===== config.mk =====
export PLATFORM = sky130hd
export DESIGN_NAME = id_ex_stage
export DESIGN_NICKNAME = d
export VERILOG_FILES = /design/src/rtl/id_ex_stage_pkg.sv /design/src/rtl/id_ex_stage_fwd_mux.sv /design/src/rtl/id_ex_stage.sv
export SDC_FILE = /design/constraint.sdc
export NUM_CORES = 1
export LEC_CHECK = 0
export ABC_AREA = 1
export ABC_CLOCK_PERIOD_IN_PS = 2000
export BUFFER_PORTS_ARGS = -buffer_cell sky130_fd_sc_hd__buf_2
export CORE_ASPECT_RATIO = 1.1
export CORE_MARGIN = 5
export CORE_UTILIZATION = 30
export CTS_CLUSTER_DIAMETER = 120
export CTS_CLUSTER_SIZE = 16
export DETAILED_ROUTE_END_ITERATION = 7
export PLACE_DENSITY = 0.6
export SLEW_MARGIN = 20
export SYNTH_ARGS = -nofsm -noshare
export SYNTH_HDL_FRONTEND = slang
export SYNTH_SLANG_ARGS = --single-unit

===== constraint.sdc =====
create_clock -name clk -period 2 [get_ports clk]
set_input_delay 0.1 -clock clk [delete_from_list [all_inputs] [get_ports clk]]
set_output_delay 0.1 -clock clk [all_outputs]
set_load 0.01 [all_outputs]

===== src/rtl/id_ex_stage_pkg.sv =====
// Shared constants and types for the 16-bit RISC core pipeline.
// Holds the ID/EX register layout and the producer-match helper used by the forwarding muxes.
package risc_pkg;

  localparam int DATA_W  = 16;
  localparam int REG_AW  = 3;
  localparam int ALUOP_W = 4;

  localparam logic [REG_AW-1:0] REG_ZERO = 3'd0;

  typedef enum logic [ALUOP_W-1:0] {
    ALU_ADD  = 4'd0,
    ALU_SUB  = 4'd1,
    ALU_AND  = 4'd2,
    ALU_OR   = 4'd3,
    ALU_XOR  = 4'd4,
    ALU_SLL  = 4'd5,
    ALU_SRL  = 4'd6,
    ALU_SRA  = 4'd7,
    ALU_SLT  = 4'd8,
    ALU_PASS = 4'd9
  } alu_op_e;

  typedef struct packed {
    logic               valid;
    logic [REG_AW-1:0]  rd;
    logic               reg_write;
    logic               mem_read;
    logic               mem_write;
    logic [ALUOP_W-1:0] alu_op;
    logic [DATA_W-1:0]  imm;
    logic [DATA_W-1:0]  op_a;
    logic [DATA_W-1:0]  op_b;
  } ex_regs_t;

  localparam ex_regs_t EX_BUBBLE = {$bits(ex_regs_t){1'b0}};

  // True when an enabled producer writes the register being read.
  function automatic logic reg_match(input logic we, input logic [REG_AW-1:0] rd,
                                     input logic [REG_AW-1:0] rs);
    return we & (rd == rs);
  endfunction

endpackage


===== src/rtl/id_ex_stage_fwd_mux.sv =====
// Priority operand selector: r0, then the youngest in-flight producer, then RF read data.
module fwd_mux
  import risc_pkg::*;
(
  input  logic [REG_AW-1:0] rs,
  input  logic [DATA_W-1:0] rf_data,
  input  logic              ex_fwd_en,
  input  logic [REG_AW-1:0] ex_rd,
  input  logic [DATA_W-1:0] ex_alu_result,
  input  logic              mem_reg_write,
  input  logic [REG_AW-1:0] mem_rd,
  input  logic [DATA_W-1:0] mem_data,
  input  logic              wb_reg_write,
  input  logic [REG_AW-1:0] wb_rd,
  input  logic [DATA_W-1:0] wb_data,
  output logic [DATA_W-1:0] op
);

  // Youngest matching producer wins; WB still wins over RF because RF writes only at the edge.
  always_comb begin
    op = rf_data;
    if (rs == REG_ZERO) begin
      op = {DATA_W{1'b0}};
    end else if (reg_match(ex_fwd_en, ex_rd, rs)) begin
      op = ex_alu_result;
    end else if (reg_match(mem_reg_write, mem_rd, rs)) begin
      op = mem_data;
    end else if (reg_match(wb_reg_write, wb_rd, rs)) begin
      op = wb_data;
    end else begin
      op = rf_data;
    end
  end

endmodule


===== src/rtl/id_ex_stage.sv =====
// ID/EX pipeline register with operand forwarding and load-use hazard handling.
// stall_id is combinational; all ex_* outputs come straight from the register.
module id_ex_stage
  import risc_pkg::*;
(
  input  logic               clk,
  input  logic               rst,
  input  logic               id_valid,
  input  logic [REG_AW-1:0]  id_rs1,
  input  logic [REG_AW-1:0]  id_rs2,
  input  logic               id_uses_rs2,
  input  logic [REG_AW-1:0]  id_rd,
  input  logic               id_reg_write,
  input  logic               id_mem_read,
  input  logic               id_mem_write,
  input  logic [ALUOP_W-1:0] id_alu_op,
  input  logic [DATA_W-1:0]  id_imm,
  input  logic [DATA_W-1:0]  rf_data_1,
  input  logic [DATA_W-1:0]  rf_data_2,
  input  logic [DATA_W-1:0]  ex_alu_result,
  input  logic [REG_AW-1:0]  mem_rd,
  input  logic               mem_reg_write,
  input  logic [DATA_W-1:0]  mem_data,
  input  logic [REG_AW-1:0]  wb_rd,
  input  logic               wb_reg_write,
  input  logic [DATA_W-1:0]  wb_data,
  input  logic               ex_stall,
  input  logic               flush,
  output logic               stall_id,
  output logic               ex_valid,
  output logic [REG_AW-1:0]  ex_rd,
  output logic               ex_reg_write,
  output logic               ex_mem_read,
  output logic               ex_mem_write,
  output logic [ALUOP_W-1:0] ex_alu_op,
  output logic [DATA_W-1:0]  ex_imm,
  output logic [DATA_W-1:0]  ex_op_a,
  output logic [DATA_W-1:0]  ex_op_b
);

  ex_regs_t          ex_r;
  ex_regs_t          ex_load_s;
  logic              ex_fwd_en_s;
  logic              load_use_s;
  logic [DATA_W-1:0] op_a_s;
  logic [DATA_W-1:0] op_b_s;

  // A load in EX has no data yet, so it is never an EX forwarding source.
  assign ex_fwd_en_s = ex_r.valid & ex_r.reg_write & ~ex_r.mem_read;

  assign load_use_s = id_valid & ex_r.valid & ex_r.mem_read & (ex_r.rd != REG_ZERO) &
                      ((ex_r.rd == id_rs1) | (id_uses_rs2 & (ex_r.rd == id_rs2)));

  assign stall_id = load_use_s | ex_stall;

  fwd_mux u_fwd_a (
    .rs(id_rs1), .rf_data(rf_data_1),
    .ex_fwd_en(ex_fwd_en_s), .ex_rd(ex_r.rd), .ex_alu_result(ex_alu_result),
    .mem_reg_write(mem_reg_write), .mem_rd(mem_rd), .mem_data(mem_data),
    .wb_reg_write(wb_reg_write), .wb_rd(wb_rd), .wb_data(wb_data),
    .op(op_a_s)
  );

  fwd_mux u_fwd_b (
    .rs(id_rs2), .rf_data(rf_data_2),
    .ex_fwd_en(ex_fwd_en_s), .ex_rd(ex_r.rd), .ex_alu_result(ex_alu_result),
    .mem_reg_write(mem_reg_write), .mem_rd(mem_rd), .mem_data(mem_data),
    .wb_reg_write(wb_reg_write), .wb_rd(wb_rd), .wb_data(wb_data),
    .op(op_b_s)
  );

  // Next EX contents for a normal advance; an empty decode slot carries no side effects.
  always_comb begin
    ex_load_s           = EX_BUBBLE;
    ex_load_s.valid     = id_valid;
    ex_load_s.rd        = id_rd;
    ex_load_s.reg_write = id_valid & id_reg_write;
    ex_load_s.mem_read  = id_valid & id_mem_read;
    ex_load_s.mem_write = id_valid & id_mem_write;
    ex_load_s.alu_op    = id_alu_op;
    ex_load_s.imm       = id_imm;
    ex_load_s.op_a      = op_a_s;
    ex_load_s.op_b      = op_b_s;
  end

  // Pipeline register: reset > flush > downstream hold > load-use bubble > advance.
  always_ff @(posedge clk) begin
    if (rst || flush) begin
      ex_r <= EX_BUBBLE;
    end else if (ex_stall) begin
      ex_r <= ex_r;
    end else if (load_use_s) begin
      ex_r <= EX_BUBBLE;
    end else begin
      ex_r <= ex_load_s;
    end
  end

  assign ex_valid     = ex_r.valid;
  assign ex_rd        = ex_r.rd;
  assign ex_reg_write = ex_r.reg_write;
  assign ex_mem_read  = ex_r.mem_read;
  assign ex_mem_write = ex_r.mem_write;
  assign ex_alu_op    = ex_r.alu_op;
  assign ex_imm       = ex_r.imm;
  assign ex_op_a      = ex_r.op_a;
  assign ex_op_b      = ex_r.op_b;

endmodule


==> results of run 1 <==
[kinds of logic after synthesis]
| family | synth area share |
|---|---|
| AOI/OAI and AO/OA | 0.0316 |
| buffers and inverters | 0.169 |
| DFF | 0.267 |
| xor gates and xnor gates | 0.00396 |
| and+or+nand+nor | 0.528 |
[critical path, stage by stage, from the launching register on]
cell and delay (ns):
dfxtp_1 0.44, inv_1 0.09, nand2_1 0.06, nand2_1 0.11
nand3_1 0.11, nand2_1 0.08, nand2_4 0.12, buf_6 0.21
nand2_1 0.06, buf_2 0.14
[per-layer routing]
layer  vias to the layer above  track usage  wire length (µm)  share of wire
met3                        22       0.0520              1220          0.075
met4                         2       0.0453               250          0.015
met1                      2366        0.222              6700           0.41
met2                       197        0.324              8040           0.50
li1                       2775            -                 -              -
met5                         -            0                13        0.00080
[stage by stage]
step | area (µm²) | setup slack, ns | hold slack [ns] | power (W)
after global placement | 5520 | 0.265 | 0.351 | 0.00208
after CTS | 5790 | 0.126 | 0.0108 | 0.00353
final | 5820 | 0.163 | 0.0242 | 0.00349
after detailed placement | 5520 | 0.240 | 0.360 | 0.00208
after global routing | 5820 | -0.000948 | 0.0132 | 0.00369
after floorplan | 4430 | 0.487 | 0.243 | 0.00175
[power breakdown]
part	internal [W]	switching [W]	total, W	leakage [nW]
Sequential	0.00122	0.0000238	0.00124	0.480
Clock	0.000902	0.000522	0.00142	0.137
Combinational	0.000302	0.000518	0.000820	2.94
Total	0.00242	0.00106	0.00349	3.56
[cells in the mapped netlist, drive strengths merged]
cell type / instances / share of area
nand2: 242 / 0.22
inv: 143 / 0.12
nand3: 126 / 0.15
nor2: 110 / 0.11
dfxtp: 59 / 0.27
nand4: 35 / 0.052
a21oi: 28 / 0.032
buf: 22 / 0.030
clkbuf: 21 / 0.018
and2: 2 / 0.0028
xnor2: 2 / 0.0040
clkinv: 1 / 0.00085
or2: 1 / 0.0014
[how the worst min path moves through the flow]
stage	startpoint	to	slack (ns)
6_report	id_reg_write	ex_reg_write	0.02
5_1_grt	id_reg_write	ex_reg_write	0.01
4_1_cts	id_reg_write	ex_reg_write	0.01
3_5_place_dp	id_reg_write	ex_reg_write	0.36
3_3_place_gp	id_mem_write	ex_mem_write	0.35
2_1_floorplan	id_mem_write	ex_mem_write	0.24
[sequential cells by signal (all words and copies together) (netlist names)]
signal and flops:
ex_valid 1, ex_mem_read 1, ex_op_b 16, ex_alu_op 4, ex_reg_write 1, ex_rd 3, ex_op_a 16, ex_imm 16
ex_mem_write 1
[final cells by class]
cell class | count | area (µm²)
fill | 1679 | 8620
multi-input combinational | 546 | 2520
sequential | 59 | 1180
timing repair buffer | 203 | 1060
inverter | 144 | 541
clock buffer | 14 | 264
tap | 192 | 240
clock inverter | 2 | 10.0
[timing repair]
action / 4_1_cts / 5_1_grt
endpoints found under the setup margin: 0 / 6
setup buffers: 0 / 0
endpoints found under the hold margin: 0 / 0
resized for setup: 0 / 4
==> flow_metrics.env, run 1 <==
export IMPL_grt_max_degree=60
export IMPL_die_area_um2=17300
export IMPL_layout_common_cells="nand2_1, buf_2, inv_1, nand3_1, nor2_1"
export IMPL_rrSetupSlack_ns=0.26
export IMPL_whs_path_depth=3
export IMPL_critPathMaxFanout=23
export IMPL_synth_warnings=0
export IMPL_port_buffers=185
export IMPL_hold_viol_final=0
export IMPL_gp_congestion=0.857
export IMPL_first_pass_iters=5
export IMPL_syn_inst=792
export IMPL_rr_worst_depth=9
export IMPL_fmax_mhz=544
export IMPL_reg2reg_from="ex_rd[1]"
export IMPL_syn_area_um2=4430
export IMPL_cts_tree="done"
export IMPL_grt_pass1_vias=5153
export IMPL_cts_root_buf="clkbuf_16"
export IMPL_hold_buffers=0
export IMPL_p_leak_nw=3.56
export IMPL_start_kind="flop"
export IMPL_drt_vias_per_instance=4.62
export IMPL_relSlewSlack=0.556
export IMPL_wl_mm=16.2
export IMPL_fin_util=0.403
export IMPL_irDropWorstVdd_mv=0.356
export IMPL_antenna_found_initial=1
export IMPL_die_h_um=137
export IMPL_ioPinCount=186
export IMPL_cts_htree_levels=3
export IMPL_setup_violations=0
export IMPL_synth_ff_latch_count=59
export IMPL_stdcell_count=1160
export IMPL_fin_setup_tns_ns=0
export IMPL_worstPathRequired_ns=1.90
export IMPL_syn_avg_cell_area_um2=5.59
export IMPL_die_w_um=126
export IMPL_area_growth_pct=31.4
export IMPL_syn_nets=918
export IMPL_grt_overflow=0
export IMPL_cts_buffer_depth=2
export IMPL_route_detailed_drc=0
export IMPL_worstMarginPinSlew_ns=0.666
export IMPL_cp_startpoint="ex_rd[0]"
export IMPL_wire_per_inst_um=14.0
export IMPL_rr_endpoint="ex_op_b[7]"
export IMPL_start_util=0.307
export IMPL_grt_use_total=0.184
export IMPL_cts_buffers_inserted=9
export IMPL_vias=5362
export IMPL_drv_slew=0
export IMPL_synthDistinctLibCells=23
export IMPL_dpl_cell_count=1144
export IMPL_num_rows=46
export IMPL_clkSinkCount=59
export IMPL_mostFrequentLayoutCell="nand2_1"
export IMPL_cp_endpoint="stall_id"
export IMPL_clk_transition_reported_paths_ns=0.05
export IMPL_arrival_ns=1.74
export IMPL_hp_class="input pin to flop"
export IMPL_clk_latency_ns=0.33
export IMPL_final_nets=1089
export IMPL_status="finished clean"
export IMPL_ant_nets=0
export IMPL_diodes=0
export IMPL_grt_setup_unrepaired="true"
export IMPL_period_minus_slack_ns=1.84
export IMPL_critical_path_class="flop to output port"
export IMPL_cap_violations=0
export IMPL_yosysSeqAreaShare=0.267
export IMPL_first_iter_violations=364
export IMPL_finClkSkew_ns=0.00794
export IMPL_worst_setup_path_end_kind="output port"
export IMPL_p_per_area_nw_per_um2=599
export IMPL_coreArea_um2=14400
export IMPL_drive_above_1_share=0.261
export IMPL_period_share=0.919
export IMPL_grt_first_pass_wirelength_mm=25.5
export IMPL_hpwl_mm=12.5
No activity file was read; power rests on OpenSTA's default activity.
==> run 2: changes to the inputs <==
--- a/config.mk
+++ b/config.mk
@@ -8,12 +8,13 @@
 export ABC_AREA = 1
 export ABC_CLOCK_PERIOD_IN_PS = 2000
 export BUFFER_PORTS_ARGS = -buffer_cell sky130_fd_sc_hd__buf_2
-export CORE_ASPECT_RATIO = 1.1
+export CORE_ASPECT_RATIO = 0.7
 export CORE_MARGIN = 5
 export CORE_UTILIZATION = 30
 export CTS_CLUSTER_DIAMETER = 120
 export CTS_CLUSTER_SIZE = 16
 export DETAILED_ROUTE_END_ITERATION = 7
+export HOLD_SLACK_MARGIN = 0.05
 export PLACE_DENSITY = 0.6
 export SLEW_MARGIN = 20
 export SYNTH_ARGS = -nofsm -noshare
==> run 2 against run 1 <==
Sequential power about the same. Highest routed layer unchanged. Utilization increased by 1.6 points. Combinational power increased by 5.0%. Non-clock buffer count increased by 28. Largest power group unchanged. Via count increased by 1.8%. Largest cell class unchanged. Sequential share of layout area decreased by 0.92 points. Power increased by 2.1%. First-iteration DRC count increased by 6.3%. Setup slack about the same. Routed wire length increased by 3.2%. Cell area increased by 4.9%.
==> flow_metrics.env, run 2 (synthesis gave the netlist of run 1 again) <==
export IMPL_multiInputGateArea_um2=2510
export IMPL_drv_slew=0
export IMPL_worstPathRequired_ns=1.90
export IMPL_cts_root_buf="clkbuf_16"
export IMPL_seqCellArea_um2=1180
export IMPL_fin_setup_tns_ns=0
export IMPL_mostFrequentLayoutCell="nand2_1"
export IMPL_clkSinkCount=59
export IMPL_cap_violations=0
export IMPL_cts_buffer_depth=2
export IMPL_die_area_um2=17300
export IMPL_p_per_area_nw_per_um2=583
export IMPL_setup_violations=0
export IMPL_grt_pass1_vias=5123
export IMPL_whs_endpoint="ex_valid"
export IMPL_cts_buffers_inserted=9
export IMPL_grtUsageMet1=0.263
export IMPL_grt_first_pass_wirelength_mm=26.6
export IMPL_worstMarginPinSlew_ns=0.582
export IMPL_grtUsageMet3=0.0587
export IMPL_hp_start="id_valid"
export IMPL_period_share=0.919
export IMPL_start_kind="flop"
export IMPL_cp_startpoint="ex_rd[0]"
export IMPL_status="finished clean"
export IMPL_cts_tree="done"
export IMPL_grt_overflow=0
export IMPL_p_leak_nw=3.69
export IMPL_hold_viol_final=0
export IMPL_crit_family="simple AND/OR/NAND/NOR gates"
export IMPL_fin_util=0.419
export IMPL_worstPathBufferInverterCount=3
export IMPL_first_iter_violations=387
export IMPL_antenna_found_initial=1
export IMPL_gr_usage_met2=0.295
export IMPL_start_util=0.304
export IMPL_pre_cts_slack_ns=0.271
export IMPL_cp_slowest_cell="dfxtp_1"
export IMPL_ant_nets=0
export IMPL_whs_path_depth=3
export IMPL_period_minus_slack_ns=1.84
export IMPL_dpl_cell_area_um2=5540
export IMPL_hp_class="input pin to flop"
export IMPL_critical_path_class="flop to output port"
export IMPL_area_growth_pct=37.9
export IMPL_path_common_cell="nand2_1"
export IMPL_worst_setup_path_end_kind="output port"
export IMPL_arrival_ns=1.74
export IMPL_critPathMaxFanout=15
export IMPL_first_pass_iters=5
export IMPL_drive_above_1_share=0.261
export IMPL_grt_busiest_layer="met2"
export IMPL_reg2reg_from="ex_rd[0]"
export IMPL_drt_vias_per_instance=4.58
export IMPL_clk_latency_ns=0.33
export IMPL_relSlewSlack=0.611
export IMPL_wire_per_inst_um=14.1
export IMPL_grt_setup_unrepaired="true"
export IMPL_worst_slack_ns=0.163
export IMPL_irDropWorstVdd_mv=0.446
export IMPL_final_nets=1117
export IMPL_wl_mm=16.8
export IMPL_vias=5461
export IMPL_num_rows=37
export IMPL_die_h_um=112
export IMPL_fmax_mhz=544
export IMPL_ioPinCount=186
export IMPL_port_buffers=185
export IMPL_coreArea_um2=14600
export IMPL_layout_common_cells="nand2_1, buf_2, inv_1, nand3_1, nor2_1"
export IMPL_rrSetupSlack_ns=0.24
export IMPL_fillCellCount=1657
export IMPL_finClkSkew_ns=0.00841
export IMPL_cp_num_cells=9
export IMPL_clk_transition_reported_paths_ns=0.06
export IMPL_finalInstanceArea_um2=6110
export IMPL_grt_max_degree=40
export IMPL_hpwl_mm=12.8
export IMPL_rr_endpoint="ex_op_a[8]"
export IMPL_grt_use_total=0.191
export IMPL_rr_worst_depth=10
export IMPL_route_detailed_drc=0
export IMPL_gp_congestion=0.880
export IMPL_die_w_um=155
export IMPL_path_cells="inv_1 > nand2_1 > nand2_1 > nand4_1 > nand2_1 > nand2_4 > buf_6 > nand2_1 > buf_2"
export IMPL_max_stage_delay_ns=0.40
export IMPL_cts_htree_levels=3
## run 2: cell type report
type / instances / area share
well taps: 195 / 0.0400
repair buffers: 231 / 0.219
flip-flops and latches: 59 / 0.194
diodes: 1 / 0.000410
clock buffers: 9 / 0.0369
multi-input cells: 546 / 0.411
clock inverters: 7 / 0.00963
inverters: 144 / 0.0885
## run 2: metal layers
metal  vias to the layer above  wire length (µm)
li1                       2832                 -
met1                      2364              7470
met2                       247              7310
met3                        16              1750
met4                         2               217
met5                         -                 7
## run 2: worst register-to-register path, delay by kind of cell (launching register included)
| family | cells | cell delay, ns |
|---|---|---|
| buffers and inverters | 1 | 0.07 |
| flip-flops | 1 | 0.40 |
| AND/OR/NAND/NOR | 9 | 1.21 |
## run 2: through the flow
step | hold WS, ns | total power (W) | cells
6_report | 0.0792 | 0.00356 | 1192
3_5_place_dp | 0.360 | 0.00208 | 1149
2_1_floorplan | 0.243 | 0.00175 | 792
5_1_grt | 0.0913 | 0.00377 | 1191
3_3_place_gp | 0.351 | 0.00208 | 1149
4_1_cts | 0.0585 | 0.00361 | 1191
## run 2: power by group
group / total [W] / internal, W / switching [W]
Clock: 0.00146 / 0.000856 / 0.000600
Sequential: 0.00124 / 0.00122 / 0.0000237
Combinational: 0.000861 / 0.000335 / 0.000526
## run 2: worst max-delay path by stage
stage / to / slack [ns]
after CTS: stall_id / 0.11
after detailed placement: ex_op_a[8] / 0.27
after global placement: ex_op_a[12] / 0.33
final: stall_id / 0.16
after floorplan: ex_op_b[10] / 0.49
after global routing: ex_op_a[2] / -0.02
## run 2: repair_timing
action / in CTS / in global routing
endpoints found under the setup margin: 0 / 3
hold endpoints to repair: 26 / 0
resized for setup: 0 / 4
hold buffers: 26 / 0
setup buffers: 0 / 0
==> run 3: changes to the inputs <==
--- a/config.mk
+++ b/config.mk
@@ -19,4 +19,5 @@
 export SLEW_MARGIN = 20
 export SYNTH_ARGS = -nofsm -noshare
 export SYNTH_HDL_FRONTEND = slang
+export SYNTH_HIERARCHICAL = 1
 export SYNTH_SLANG_ARGS = --single-unit
==> run 3 against run 2 <==
Synthesized cell count fell by 8.0%. Combinational power up 2%. Clock-buffer cell count grew 3. Non-clock buffer count shrank 12. Critical path depth did not move. Sequential share of layout area about the same. Flip-flop and latch count stayed put. Power fell by 1.9%. Critical endpoint unchanged. Synthesized area grew 4.6%. Final cell count shrank 6.2%. Sequential power barely moved. Largest power group unchanged. Setup slack lost 0.0039 ns.
==> flow_metrics.env, run 3 <==
export IMPL_route_detailed_drc=0
export IMPL_setup_violations=0
export IMPL_clk_latency_ns=0.32
export IMPL_synth_ff_latch_count=59
export IMPL_num_rows=38
export IMPL_synth_top_area_share=0.255
export IMPL_cp_slowest_cell="dfxtp_1"
export IMPL_synth_enable_flop_cells=0
export IMPL_arrival_ns=1.74
export IMPL_status="finished clean"
export IMPL_p_int_w=0.00243
export IMPL_first_iter_violations=446
export IMPL_cts_root_buf="clkbuf_16"
export IMPL_syn_nets=855
export IMPL_rr_endpoint="ex_op_a[11]"
export IMPL_ant_nets=0
export IMPL_synth_area_leaders="dfxtp_1, nand3_1, nand2_1, inv_1, a21oi_1"
export IMPL_finClkSkew_ns=0.00716
export IMPL_synth_most_common_cell="nand2_1"
export IMPL_seq_power_share=0.356
export IMPL_swShare=0.304
export IMPL_period_share=0.921
export IMPL_p_per_area_nw_per_um2=570
export IMPL_start_util=0.303
export IMPL_clkSinkCount=59
export IMPL_grt_first_pass_wirelength_mm=26.2
export IMPL_worst_setup_path_end_kind="output port"
export IMPL_syn_avg_cell_area_um2=6.35
export IMPL_whs_ns=0.0631
export IMPL_cts_setup_buffers=0
export IMPL_cp_num_cells=9
export IMPL_power_switching_w=0.00106
export IMPL_first_pass_iters=5
export IMPL_synthFlopType="dfxtp_1"
export IMPL_whs_path_depth=3
export IMPL_crit_family="simple AND/OR/NAND/NOR gates"
export IMPL_p_clk_frac=0.392
export IMPL_rr_worst_depth=10
export IMPL_wire_per_inst_um=15.4
export IMPL_whs_endpoint="ex_imm[15]"
export IMPL_area_growth_pct=32.2
export IMPL_drv_slew=0
export IMPL_die_w_um=159
export IMPL_path_cells="nand2_1 > nand2_1 > nor2_1 > nand2_1 > nand2_2 > nand2_4 > buf_4 > nand2_1 > buf_2"
export IMPL_antenna_found_initial=4
export IMPL_gp_congestion=0.838
export IMPL_synth_warnings=6
export IMPL_synth_async_sr_flop_share=0
export IMPL_layout_common_cells="buf_2, nand2_1, nand3_1, inv_1, a21oi_1"
export IMPL_cts_tree="done"
export IMPL_clk_transition_reported_paths_ns=0.05
export IMPL_cts_htree_levels=3
export IMPL_critical_path_class="flop to output port"
export IMPL_hp_class="input pin to flop"
export IMPL_grt_use_total=0.186
export IMPL_cts_buffers_inserted=9
export IMPL_worstPathRequired_ns=1.90
export IMPL_wl_mm=17.3
export IMPL_vias=5307
export IMPL_drt_vias_per_instance=4.75
export IMPL_hp_start="id_imm[15]"
export IMPL_final_nets=1039
export IMPL_fin_util=0.400
export IMPL_reg2reg_from="ex_valid"
export IMPL_hpwl_mm=12.9
export IMPL_synthTopCellsByCount="nand2_1, nand3_1, inv_1"
export IMPL_pre_cts_slack_ns=0.329
export IMPL_hold_viol_final=0
export IMPL_grt_max_degree=60
export IMPL_combPwrFrac=0.252
export IMPL_fillCellCount=1696
export IMPL_rrSetupSlack_ns=0.32
export IMPL_worstPathBufferInverterCount=2
export IMPL_syn_inst=729
export IMPL_synthDistinctLibCells=25
export IMPL_fmax_mhz=543
export IMPL_ioPinCount=186
export IMPL_cts_buffer_depth=2
export IMPL_grt_setup_unrepaired="false"
export IMPL_critPathMaxFanout=28
export IMPL_max_stage_delay_ns=0.47
export IMPL_dpl_cell_count=1084
export IMPL_path_common_cell="nand2_1"
export IMPL_coreArea_um2=15300
export IMPL_period_minus_slack_ns=1.84
export IMPL_yosysTopAreaCell="dfxtp_1"
export IMPL_fin_setup_tns_ns=0
export IMPL_p_leak_nw=3.30
export IMPL_drive_above_1_share=0.353
export IMPL_grt_pass1_vias=4862
export IMPL_cap_violations=0
export IMPL_start_kind="flop"
export IMPL_die_h_um=114
export IMPL_relSlewSlack=0.537
export IMPL_grt_overflow=0
export IMPL_syn_area_um2=4630
export IMPL_stdcell_count=1118
export IMPL_port_buffers=185
export IMPL_worstMarginPinSlew_ns=0.693
export IMPL_worst_slack_ns=0.159
export IMPL_mostFrequentLayoutCell="buf_2"
export IMPL_die_area_um2=18100
export IMPL_irDropWorstVdd_mv=0.377
export IMPL_yosysSeqAreaShare=0.255
## run 3: what timing repair did
item,4_1_cts,5_1_grt
hold endpoints to repair,18,0
gates resized for setup,0,2
hold buffers,18,0
setup endpoints to repair,0,1
## run 3: worst max path at each step
stage               startpoint           to  slack (ns)
finish                ex_rd[1]     stall_id        0.16
detailed placement    ex_valid  ex_op_a[12]        0.33
global placement      ex_valid   ex_op_b[3]        0.33
global route          ex_rd[1]     stall_id        0.02
floorplan             ex_rd[1]   ex_op_a[5]        0.51
CTS                   ex_rd[0]     stall_id        0.08
## run 3: kinds of logic (layout without fill, tap and decap cells)
| logic type | count (synthesis) | count (layout) | synth area share |
|---|---|---|---|
| other | 0 | 1 | 0 |
| AND/OR/NAND/NOR | 369 | 369 | 0.417 |
| AO/OA/AOI/OAI | 126 | 126 | 0.155 |
| flip-flops | 59 | 59 | 0.255 |
| buffers and inverters | 172 | 360 | 0.167 |
| XOR/XNOR | 3 | 3 | 0.00567 |
## run 3: power by group through the flow
stage | clock network [W] | logic (W) | registers, W
after detailed placement | 0 | 0.000848 | 0.00127
after floorplan | 0 | 0.000502 | 0.00128
after global routing | 0.00147 | 0.000967 | 0.00125
final | 0.00137 | 0.000878 | 0.00124
after CTS | 0.00142 | 0.000878 | 0.00124
after global placement | 0 | 0.000845 | 0.00126
## run 3: layout make-up
cell class / count / area, µm² / area share
flip-flops and latches: 59 / 1180 / 0.193
diodes: 1 / 2.50 / 0.000409
inverters: 126 / 473 / 0.0772
well taps: 200 / 250 / 0.0409
clock inverters: 3 / 15.0 / 0.00245
clock buffers: 12 / 246 / 0.0402
multi-input cells: 498 / 2680 / 0.437
repair buffers: 219 / 1280 / 0.208
## run 3: metal layers
metal,share of wire,vias to the layer above,GRT usage
met4,0.012,6,0.0426
li1,-,2690,-
met2,0.41,227,0.275
met3,0.10,21,0.0618
met1,0.47,2363,0.262
met5,0.0020,-,0
## run 3: metrics by stage
step / instance area (µm²) / power, W
2_1_floorplan: 4630 / 0.00178
3_3_place_gp: 5680 / 0.00211
3_5_place_dp: 5680 / 0.00211
4_1_cts: 6120 / 0.00354
5_1_grt: 6120 / 0.00368
6_report: 6120 / 0.00349
## run 3: tightest hold or removal path, delay by kind of cell
kind,cells,cell delay (ns)
simple gates,1,0.07
compound gates,1,0.06
buf+inv,1,0.10
